<file path="config.mk">
export PLATFORM = sky130hd
export DESIGN_NAME = fetch_stage
export DESIGN_NICKNAME = d
export VERILOG_FILES = /design/src/rtl/fetch_stage.sv
export SDC_FILE = /design/constraint.sdc
export NUM_CORES = 1
export LEC_CHECK = 0
export CORE_ASPECT_RATIO = 1.25
export CORE_MARGIN = 3
export CORE_UTILIZATION = 45
export CTS_BUF_LIST = sky130_fd_sc_hd__clkbuf_8
export CTS_CLUSTER_DIAMETER = 120
export DETAILED_ROUTE_END_ITERATION = 10
export PLACE_DENSITY_LB_ADDON = 0.12
export REMOVE_ABC_BUFFERS = 1
export SYNTH_ARGS = -nofsm -noshare
export SYNTH_HDL_FRONTEND = slang
export SYNTH_SLANG_ARGS = --single-unit
</file>
<file path="constraint.sdc">
create_clock -name clk -period 2.68 [get_ports clk]
set_input_delay 0.804 -clock clk [delete_from_list [all_inputs] [get_ports clk]]
set_output_delay 0.804 -clock clk [all_outputs]
set_load 0.1 [all_outputs]
</file>
<file path="src/rtl/fetch_stage.sv">
// Instruction fetch stage: owns the program counter and the IF/ID pipeline
// register. The instruction ROM is read combinationally at the current PC and
// the result is captured into IF/ID on the next rising edge.
module fetch_stage #(
    parameter logic [31:0] RESET_PC  = 32'h0040_0000,
    parameter logic [31:0] NOP_INSTR = 32'h0000_0013
) (
    input  logic        clk,
    input  logic        rst,
    input  logic        i_pll_lock,
    input  logic        i_stall,
    input  logic        i_redirect,
    input  logic [31:0] i_redirect_pc,
    output logic [31:0] o_imem_addr,
    input  logic [31:0] i_imem_rdata,
    output logic [31:0] o_if_id_pc,
    output logic [31:0] o_if_id_instr,
    output logic [31:0] o_if_id_pc_plus4,
    output logic        o_if_id_valid,
    output logic        o_misalign,
    output logic [31:0] o_fetch_count
);

    logic [31:0] pc_q,       pc_d;
    logic [31:0] id_pc_q,    id_pc_d;
    logic [31:0] id_instr_q, id_instr_d;
    logic [31:0] id_pc4_q,   id_pc4_d;
    logic        id_valid_q, id_valid_d;
    logic        misalign_q, misalign_d;
    logic [31:0] count_q,    count_d;
    logic [31:0] pc_plus4_s;

    assign pc_plus4_s = pc_q + 32'd4;

    // Next-state selection: redirect beats lock loss, lock loss beats stall,
    // stall beats a normal fetch. Reset is applied in the register block.
    always_comb begin
        pc_d       = pc_q;
        id_pc_d    = id_pc_q;
        id_instr_d = id_instr_q;
        id_pc4_d   = id_pc4_q;
        id_valid_d = id_valid_q;
        misalign_d = misalign_q;
        count_d    = count_q;
        if (i_redirect) begin
            // Wrong-path instruction in IF/ID is discarded; target is word aligned.
            pc_d       = {i_redirect_pc[31:2], 2'b00};
            id_pc_d    = 32'h0000_0000;
            id_instr_d = NOP_INSTR;
            id_pc4_d   = 32'h0000_0000;
            id_valid_d = 1'b0;
            if (i_redirect_pc[1:0] != 2'b00) begin
                misalign_d = 1'b1;
            end else begin
                misalign_d = misalign_q;
            end
        end else if (!i_pll_lock) begin
            // PC holds so fetch resumes at the same address once lock returns.
            id_pc_d    = 32'h0000_0000;
            id_instr_d = NOP_INSTR;
            id_pc4_d   = 32'h0000_0000;
            id_valid_d = 1'b0;
        end else if (i_stall) begin
            // Everything holds; defaults already express that.
            pc_d = pc_q;
        end else begin
            id_pc_d    = pc_q;
            id_instr_d = i_imem_rdata;
            id_pc4_d   = pc_plus4_s;
            id_valid_d = 1'b1;
            pc_d       = pc_plus4_s;
            count_d    = count_q + 32'd1;
        end
    end

    // State registers with synchronous active-high reset.
    always_ff @(posedge clk) begin
        if (rst) begin
            pc_q       <= RESET_PC;
            id_pc_q    <= 32'h0000_0000;
            id_instr_q <= NOP_INSTR;
            id_pc4_q   <= 32'h0000_0000;
            id_valid_q <= 1'b0;
            misalign_q <= 1'b0;
            count_q    <= 32'h0000_0000;
        end else begin
            pc_q       <= pc_d;
            id_pc_q    <= id_pc_d;
            id_instr_q <= id_instr_d;
            id_pc4_q   <= id_pc4_d;
            id_valid_q <= id_valid_d;
            misalign_q <= misalign_d;
            count_q    <= count_d;
        end
    end

    assign o_imem_addr      = pc_q;
    assign o_if_id_pc       = id_pc_q;
    assign o_if_id_instr    = id_instr_q;
    assign o_if_id_pc_plus4 = id_pc4_q;
    assign o_if_id_valid    = id_valid_q;
    assign o_misalign       = misalign_q;
    assign o_fetch_count    = count_q;

endmodule

</file>
==> flow_metrics.tcl, run 1 <==
set metrics [dict create \
    rsz0062_at_grt "false" \
    power_uw 5491 \
    rows 49 \
    period_share_pct 87.42 \
    worstSkewPairLatency_ns 0.44 \
    wirelength_mm 18.78 \
    fillers 1306 \
    worst_path_largest_cell_delay_ns 0.59 \
    multi_input_area_sq_um 3423 \
    netlist_instances 770 \
    ys_seq_area_share_pct 45.77 \
    clockRootBuffer "clkbuf_8" \
    critPathKind "in -> reg" \
    met1_usage_pct 27.77 \
    grt_max_degree 73 \
    drv_cap 0 \
    fin_util_pct 65.62 \
    clock_sinks 156 \
    end_kind "flip-flop" \
    viasPerCell 5.136 \
    final_common_cell "buf_4" \
    busiest_layer "met2" \
    ys_ff_latch 156 \
    htree_levels 4 \
    postCtsResizedCells 0 \
    die_h_microns 143.7 \
    use_met3_pct 5.813 \
    routedWlPerCell_microns 15.69 \
    diodes 0 \
    mostFrequentLayoutCells "buf_4 (204), dfxtp_1 (156), nor2_1 (139)" \
    synth.avg_cell_area_sq_um 8.861 \
    clk_pin_slew_worst_paths_ns 0.08 \
    powerDensity_nw_per_um2 573.4 \
    ir_drop_mv 0.3088 \
    cts-buffers-inserted 17 \
    path_buf_inv 1 \
    final_layout_size_suffix_gt1_share_pct 24.34 \
    p_int_uw 3931 \
    seqCellArea_sq_um 3123 \
    area_delta_synth_final_pct 40.34 \
    p_clk_share_pct 37.7 \
    drt_iter0_markers 352 \
    start_util_pct 46.76 \
    maxSlewHeadroom_pct 54.45 \
    coreArea_sq_um 14590 \
    die_area_sq_um 16680 \
    crit_fanout 9 \
    hpwl_mm 13.48 \
    slew_violations 0 \
    p_sw_uw 1560 \
    combPwrFrac_pct 18.2 \
    die-width_microns 116.1 \
    cp-start-kind "input port" \
    power_frac_seq_pct 44.1 \
    status "complete, no violations" \
    drtAntennaViolNets 0 \
    cp_top_family "simple AND/OR/NAND/NOR gates" \
    num_io_pins 231 \
    path_cells "clkdlybuf4s50_1, nand2b_1, or4_1, or4_1, nand3_1, a21o_1" \
    fin_crit_ns 2.343 \
    required_ns 3.07 \
    vias 6148 \
    nets 1079 \
    antenna_found_initial 0 \
    postCtsSetupBuffers 0 \
    ys.warnings.count 0 \
    io_buffers 224 \
    power_leakage_uw 0.003988 \
    grt_pass1_vias 5819 \
    synth.distinct_cells 46 \
    hold_violations 0 \
    first_pass_iters 4 \
    cts_buffer_depth 2 \
    syn_area_sq_um 6823 \
    grt-ovfl-total 0 \
    async_flop_share_pct 0 \
    max_freq_mhz 426.8 \
    path_common_cell "or4_1" \
    skew_ns 0.008905 \
    min_path_type "reg -> reg" \
    switching_share_pct 28.41 \
    gp_congestion 0.8809 \
    setup_viol 0 \
    worstPathArrival_ns 2.73 \
    cts_hold_buf 0 \
    cp_slowest_cell "or4_1" \
    synth_edf_count 0 \
    grt_use_total_pct 22.53 \
    grt_pass1_wl_mm 29.75 \
    cts_tree "yes" \
    postLayoutCellArea_sq_um 9575 \
    ys.flop_type "dfxtp_1" \
    drc 0 \
    grtUsageMet2_pct 38.04 \
    post_dp_cell_area_sq_um 9100 \
    worst_slew_pin_slew_ns 0.6770 \
]
-- sequential cells by signal (all words and copies together), names as in the netlist --
register / count
o_if_id_valid: 1
o_imem_addr: 30
o_fetch_count: 32
o_misalign: 1
o_if_id_pc: 30
o_if_id_pc_plus4: 30
o_if_id_instr: 32
-- metrics by stage --
stage                     hold slack (ns)  worst slack, ns  setup TNS [ns]  cells
after floorplan                    0.8703          -0.4735          -6.829    713
after global placement             0.4348         -0.03079        -0.06741   1167
after detailed placement           0.4519         -0.06923         -0.2174   1167
after CTS                          0.4637           0.2590               0   1197
after global routing               0.4855           0.1354               0   1197
final                              0.4589           0.3371               0   1197
-- worst paths after layout --
check	from	to	slack, ns	depth (start not counted)
max	i_pll_lock	o_imem_addr[22]$_SDFFE_PP1P_	0.34	6
min	o_misalign$_SDFFE_PP0P_	o_misalign$_SDFFE_PP0P_	0.46	2
max reg2reg	o_imem_addr[2]$_SDFFE_PP0P_	o_imem_addr[26]$_SDFFE_PP0P_	0.34	6
min reg2reg	o_misalign$_SDFFE_PP0P_	o_misalign$_SDFFE_PP0P_	0.46	2
-- tightest hold or removal path: stages (launching register included) --
cell and delay (ns):
dfxtp_1 0.32, inv_1 0.05, a21oi_1 0.05
-- cells in the mapped netlist, types with 3 or more instances --
library cell	count	area share (%)
a211oi_1	16	1.8
a21oi_1	33	2.4
a311oi_1	3	0.39
a31oi_1	3	0.28
and2_1	4	0.37
and3_1	3	0.28
and4_1	9	1.2
buf_2	3	0.22
buf_4	9	0.99
clkbuf_1	48	2.6
dfxtp_1	156	46
inv_1	8	0.44
mux2i_1	70	10
nand2_1	35	1.9
nand2b_1	3	0.28
nand3_1	25	1.8
nand4_1	19	1.7
nor2_1	139	7.6
nor2b_1	5	0.46
nor3_1	17	1.2
nor4_1	12	1.1
o21ai_0	31	2.3
o21bai_1	4	0.44
or3_1	11	1.0
or4_1	5	0.55
xnor2_1	42	5.4
xor2_1	30	3.9
-- final cells by class --
cell class                      count  share of cell area, %
Sequential cell                   156                  32.61
Clock buffer                       23                  3.306
Inverter                            9                 0.3528
Clock inverter                      7                  1.659
Tap cell                          178                  2.326
Multi-Input combinational cell    548                  35.75
Timing Repair Buffer              276                  23.99
-- cells by family after synthesis --
family / count (synthesis) / synth area share, %
AO/OA/AOI/OAI: 96 / 8.252
XOR/XNOR: 72 / 9.243
adder cells (fa/ha/maj): 2 / 0.3667
buffers and inverters: 71 / 4.456
flip-flops: 156 / 45.77
multiplexers: 71 / 10.43
other: 1 / 0.05496
AND/OR/NAND/NOR: 301 / 21.42
-- routing by layer --
layer / routed length, microns / part of all wire (%)
met1: 7660 / 41
met3: 1271 / 6.8
met4: 306 / 1.6
met5: 0 / 0
met2: 9539 / 51
-- power by group through the flow --
stage | Combinational (uW) | Clock [uW] | Sequential, uW
6_report | 1000 | 2070 | 2420
4_1_cts | 1010 | 2120 | 2420
5_1_grt | 1050 | 2220 | 2430
3_5_place_dp | 1000 | 0 | 2480
2_1_floorplan | 224 | 0 | 2900
3_3_place_gp | 1000 | 0 | 2470
No activity file was read; power rests on OpenSTA's default activity.
==> run 2, diff against run 1 <==
- GPL_TIMING_DRIVEN: not set -> 0
- clock period: 2.68 -> 2.5 ns (I/O delays scaled with it)
==> run 2 against run 1 <==
  * Sequential power grew 9.1%
  * Critical path type is now reg -> out
  * Combinational power about the same
  * Clock power decreased by 12%
==> flow_metrics.tcl, run 2 (synthesis gave the netlist of run 1 again) <==
set metrics [dict create \
    cts_tree "yes" \
    grt_use_total_pct 21.72 \
    min_path_type "reg -> reg" \
    path_buf_inv 1 \
    clk_pin_slew_worst_paths_ns 0.08 \
    start_util_pct 46.76 \
    die_h_microns 143.7 \
    fin_util_pct 64.82 \
    wirelength_mm 18.63 \
    max_freq_mhz 408.6 \
    grtUsageMet2_pct 36.89 \
    final_common_cell "dfxtp_1" \
    viasPerCell 5.198 \
    cp_top_family "buffers and inverters" \
    gp_congestion 0.8001 \
    htree_levels 4 \
    antenna_found_initial 0 \
    drc 0 \
    fin_hold_ws_ns 0.4532 \
    drt_iter0_markers 342 \
    diodes 0 \
    hold_violations 0 \
    first_pass_iters 4 \
    powerDensity_nw_per_um2 573.8 \
    period_share_pct 97.89 \
    coreArea_sq_um 14590 \
    grt-ovfl-total 0 \
    drtAntennaViolNets 0 \
    grt_max_degree 72 \
    hpwl_mm 12.74 \
    drv_cap 0 \
    fin_crit_ns 2.447 \
    grt_pass1_wl_mm 28.78 \
    cp_slowest_cell "dlygate4sd2_1" \
    worstSkewPairLatency_ns 0.45 \
    die-width_microns 116.1 \
    ir_drop_mv 0.3182 \
    rsz0062_at_grt "true" \
    worstPathArrival_ns 1.70 \
    busiest_layer "met2" \
    io_buffers 224 \
    path_cells "dlygate4sd2_1" \
    maxSlewHeadroom_pct 31.48 \
    slew_violations 0 \
    mostFrequentLayoutCells "dfxtp_1 (145), nor2_1 (139), dlygate4sd2_1 (95)" \
    critPathKind "reg -> out" \
    routedWlPerCell_microns 16.17 \
    setup_viol 0 \
    cp-start-kind "flip-flop" \
    clock_sinks 156 \
    worst_path_largest_cell_delay_ns 0.87 \
    status "complete, no violations" \
    crit_fanout 3 \
    met1_usage_pct 26.47 \
    required_ns 1.75 \
    area_delta_synth_final_pct 38.62 \
    power_leakage_uw 0.003912 \
    end_kind "primary output" \
    num_io_pins 231 \
    grt_pass1_vias 5558 \
    die_area_sq_um 16680 \
    power_uw 5427 \
    nets 1032 \
    rows 49 \
    worst_slew_pin_slew_ns 1.032 \
    final_layout_size_suffix_gt1_share_pct 12.53 \
    use_met3_pct 6.192 \
    cts_buffer_depth 2 \
    vias 5988 \
    skew_ns 0.01148 \
    cts-buffers-inserted 17 \
    clockRootBuffer "clkbuf_8" \
]
-- run 2: metrics by stage --
step                      setup TNS (ns)  instances  worst slack [ns]  cell area, sq um
after CTS                              0       1152          0.003974              9460
after global placement           -606.99       1115            -5.280              9036
after detailed placement          -94.08       1118            -1.308              9097
after floorplan                   -14.98        713           -0.6535              6571
after global routing           -0.008066       1152         -0.008066              9458
final                                  0       1152           0.05268              9458
-- run 2: layout make-up --
| class | instances | area (sq um) |
|---|---|---|
| clock buffers | 19 | 261.5 |
| clock inverters | 13 | 118.9 |
| fillers | 1304 | 5134 |
| inverters | 9 | 35.03 |
| multi-input cells | 548 | 3497 |
| flip-flops and latches | 156 | 3137 |
| well taps | 178 | 222.7 |
| repair buffers | 229 | 2186 |
-- run 2: report_power, final --
group | leakage (uW) | internal, uW | switching [uW]
registers | 0.00127 | 2550 | 91.4
clock network | 0.000189 | 842 | 975
logic | 0.00245 | 282 | 691
-- run 2: repair_timing --
item	CTS	global route
pin swaps	2	0
setup buffers	2	0
resized for setup	264	34
setup endpoints to repair	286	31
hold buffers	0	0
-- run 2: worst paths after layout --
check                                                    start                            to  slack, ns  depth (start not counted)
worst max-delay path            o_fetch_count[16]$_SDFFE_PP0P_             o_fetch_count[16]       0.05                          1
worst min-delay path                o_if_id_valid$_SDFFE_PP0N_    o_if_id_valid$_SDFFE_PP0N_       0.45                          2
worst max register to register     o_imem_addr[5]$_SDFFE_PP0P_  o_imem_addr[29]$_SDFFE_PP0P_       0.12                          5
worst min register to register      o_if_id_valid$_SDFFE_PP0N_    o_if_id_valid$_SDFFE_PP0N_       0.45                          2
-- run 2: routing by layer --
layer / share of wire (%) / up-vias
met5: 0 / -
met4: 2.1 / 0
met3: 5.2 / 24
met2: 50 / 137
met1: 43 / 2797
li1: - / 3030
==> run 3, diff against run 2 <==
- CORE_UTILIZATION: 45 -> 47
==> run 3 against run 2 <==
  * Power is 5.6% higher
  * Register-to-register slack improved by 0.03 ns
  * Die area fell by 4.1%
  * Critical path depth is the same
  * Cell count fell by 0.26%
  * Hold slack worse by 0.0074 ns
  * Combinational power barely moved
==> flow_metrics.tcl, run 3 (synthesis gave the netlist of run 1 again) <==
set metrics [dict create \
    end_kind "primary output" \
    combPwrFrac_pct 16.9 \
    skew_ns 0.009843 \
    p_int_uw 4015 \
    hold_depth 2 \
    period_share_pct 97.71 \
    p_sw_uw 1714 \
    slew_violations 0 \
    io_buffers 224 \
    coreArea_sq_um 13990 \
    power_frac_seq_pct 46.0 \
    grt_pass1_vias 5965 \
    drc 0 \
    fin_hold_ws_ns 0.4458 \
    cp-start-kind "flip-flop" \
    num_io_pins 231 \
    routedWlPerCell_microns 16.39 \
    nets 1033 \
    start_util_pct 48.76 \
    hold_violations 0 \
    wirelength_mm 18.83 \
    cp_top_family "buffers and inverters" \
    power_leakage_uw 0.003946 \
    critPathKind "reg -> out" \
    switching_share_pct 29.92 \
    fin_crit_ns 2.443 \
    rsz0062_at_grt "false" \
    power_uw 5729 \
    cts_hold_buf 0 \
    maxSlewHeadroom_pct 31.46 \
    die-width_microns 113.8 \
    worst_path_largest_cell_delay_ns 0.87 \
    cp_num_cells 1 \
    worstPathArrival_ns 1.69 \
    setup_viol 0 \
    cts-buffers-inserted 17 \
    place_ws_ns -1.400 \
    clock_sinks 156 \
    htree_levels 4 \
    cts_buffer_depth 2 \
    gp_congestion 0.8432 \
    p_clk_share_pct 37.0 \
    post_dp_cell_area_sq_um 9094 \
    mostFrequentLayoutCells "dfxtp_1 (148), nor2_1 (139), dlygate4sd2_1 (98)" \
    grt_pass1_wl_mm 30.73 \
    fin_util_pct 68.04 \
    cp_slowest_cell "dlygate4sd2_1" \
    hpwl_mm 12.86 \
    diodes 0 \
    cts_tree "yes" \
    path_cells "dlygate4sd2_1" \
    grt_use_total_pct 23.80 \
    required_ns 1.75 \
    final_layout_size_suffix_gt1_share_pct 12.11 \
    ir_drop_mv 0.3469 \
    grt-ovfl-total 0 \
    worst_slew_pin_slew_ns 1.032 \
    drt_iter0_markers 304 \
    antenna_found_initial 0 \
    path_buf_inv 1 \
    clk_pin_slew_worst_paths_ns 0.08 \
    viasPerCell 5.280 \
    crit_fanout 3 \
    vias 6067 \
    r2r_cells 5 \
    powerDensity_nw_per_um2 601.7 \
    die_h_microns 140.7 \
    first_pass_iters 4 \
    area_delta_synth_final_pct 39.56 \
    clockRootBuffer "clkbuf_8" \
    drtAntennaViolNets 0 \
    final_common_cell "dfxtp_1" \
    drv_cap 0 \
    max_freq_mhz 409.4 \
    rows 48 \
    status "complete, no violations" \
    layout_setup_ws_ns 0.05737 \
    grt_max_degree 72 \
    postLayoutCellArea_sq_um 9522 \
    die_area_sq_um 16010 \
    min_path_type "reg -> reg" \
    worstSkewPairLatency_ns 0.45 \
]
==> run 3: cell count changes in the layout (fill, tap and decap cells not counted), sizes merged <==
cell          before  now
dlymetal6s2s       1    0
clkinv             8    3
bufinv             1    4
buf                7    8
inv               10    9
dlygate4sd2       95   98
==> run 3: routing by layer <==
metal | wire (microns) | track usage (%) | up-vias
met4 | 387 | 8.165 | 0
met2 | 9424 | 40.52 | 201
met1 | 7766 | 28.68 | 2824
met3 | 1251 | 6.698 | 33
li1 | - | - | 3009
met5 | 0 | 0 | -
==> run 3: final timing paths <==
kind                                       end                            from  slack (ns)
setup reg to reg  o_imem_addr[29]$_SDFFE_PP0P_    o_imem_addr[12]$_SDFFE_PP0P_        0.15
hold reg to reg     o_if_id_valid$_SDFFE_PP0N_      o_if_id_valid$_SDFFE_PP0N_        0.45
setup / recovery             o_fetch_count[16]  o_fetch_count[16]$_SDFFE_PP0P_        0.06
hold / removal      o_if_id_valid$_SDFFE_PP0N_      o_if_id_valid$_SDFFE_PP0N_        0.45
==> run 3: timing repair <==
item | CTS | global route
gates cloned | 0 | 0
endpoints found under the hold margin | 0 | 0
endpoints found under the setup margin | 219 | 42
resized for setup | 261 | 30
setup buffers | 2 | 1
pin swaps | 2 | 1
==> run 3: power by group through the flow <==
stage | registers (uW) | clock network [uW] | logic [uW]
finish | 2640 | 2120 | 971
detailed placement | 2690 | 0 | 998
CTS | 2630 | 2170 | 975
global placement | 2690 | 0 | 1010
global route | 2650 | 2250 | 1020
floorplan | 3100 | 0 | 240
==> run 3: cell type report <==
type                       count  area [sq um]
fill                        1185          4472
multi-input combinational    548          3482
sequential                   156          3133
timing repair buffer         230          2200
clock buffer                  21         289.0
tap                          175         219.0
clock inverter                10         163.9
inverter                       9         35.03
==> run 3: tightest hold or removal path, delay by kind of cell (launching register included) <==
family,cells,cell delay [ns]
buf+inv,1,0.04
compound gates,1,0.05
flops,1,0.31
==> run 3: per-stage QoR <==
stage | instances | setup TNS (ns)
2_1_floorplan | 713 | -14.98
3_3_place_gp | 1112 | -603.52
3_5_place_dp | 1115 | -87.23
4_1_cts | 1148 | 0
5_1_grt | 1149 | 0
6_report | 1149 | 0
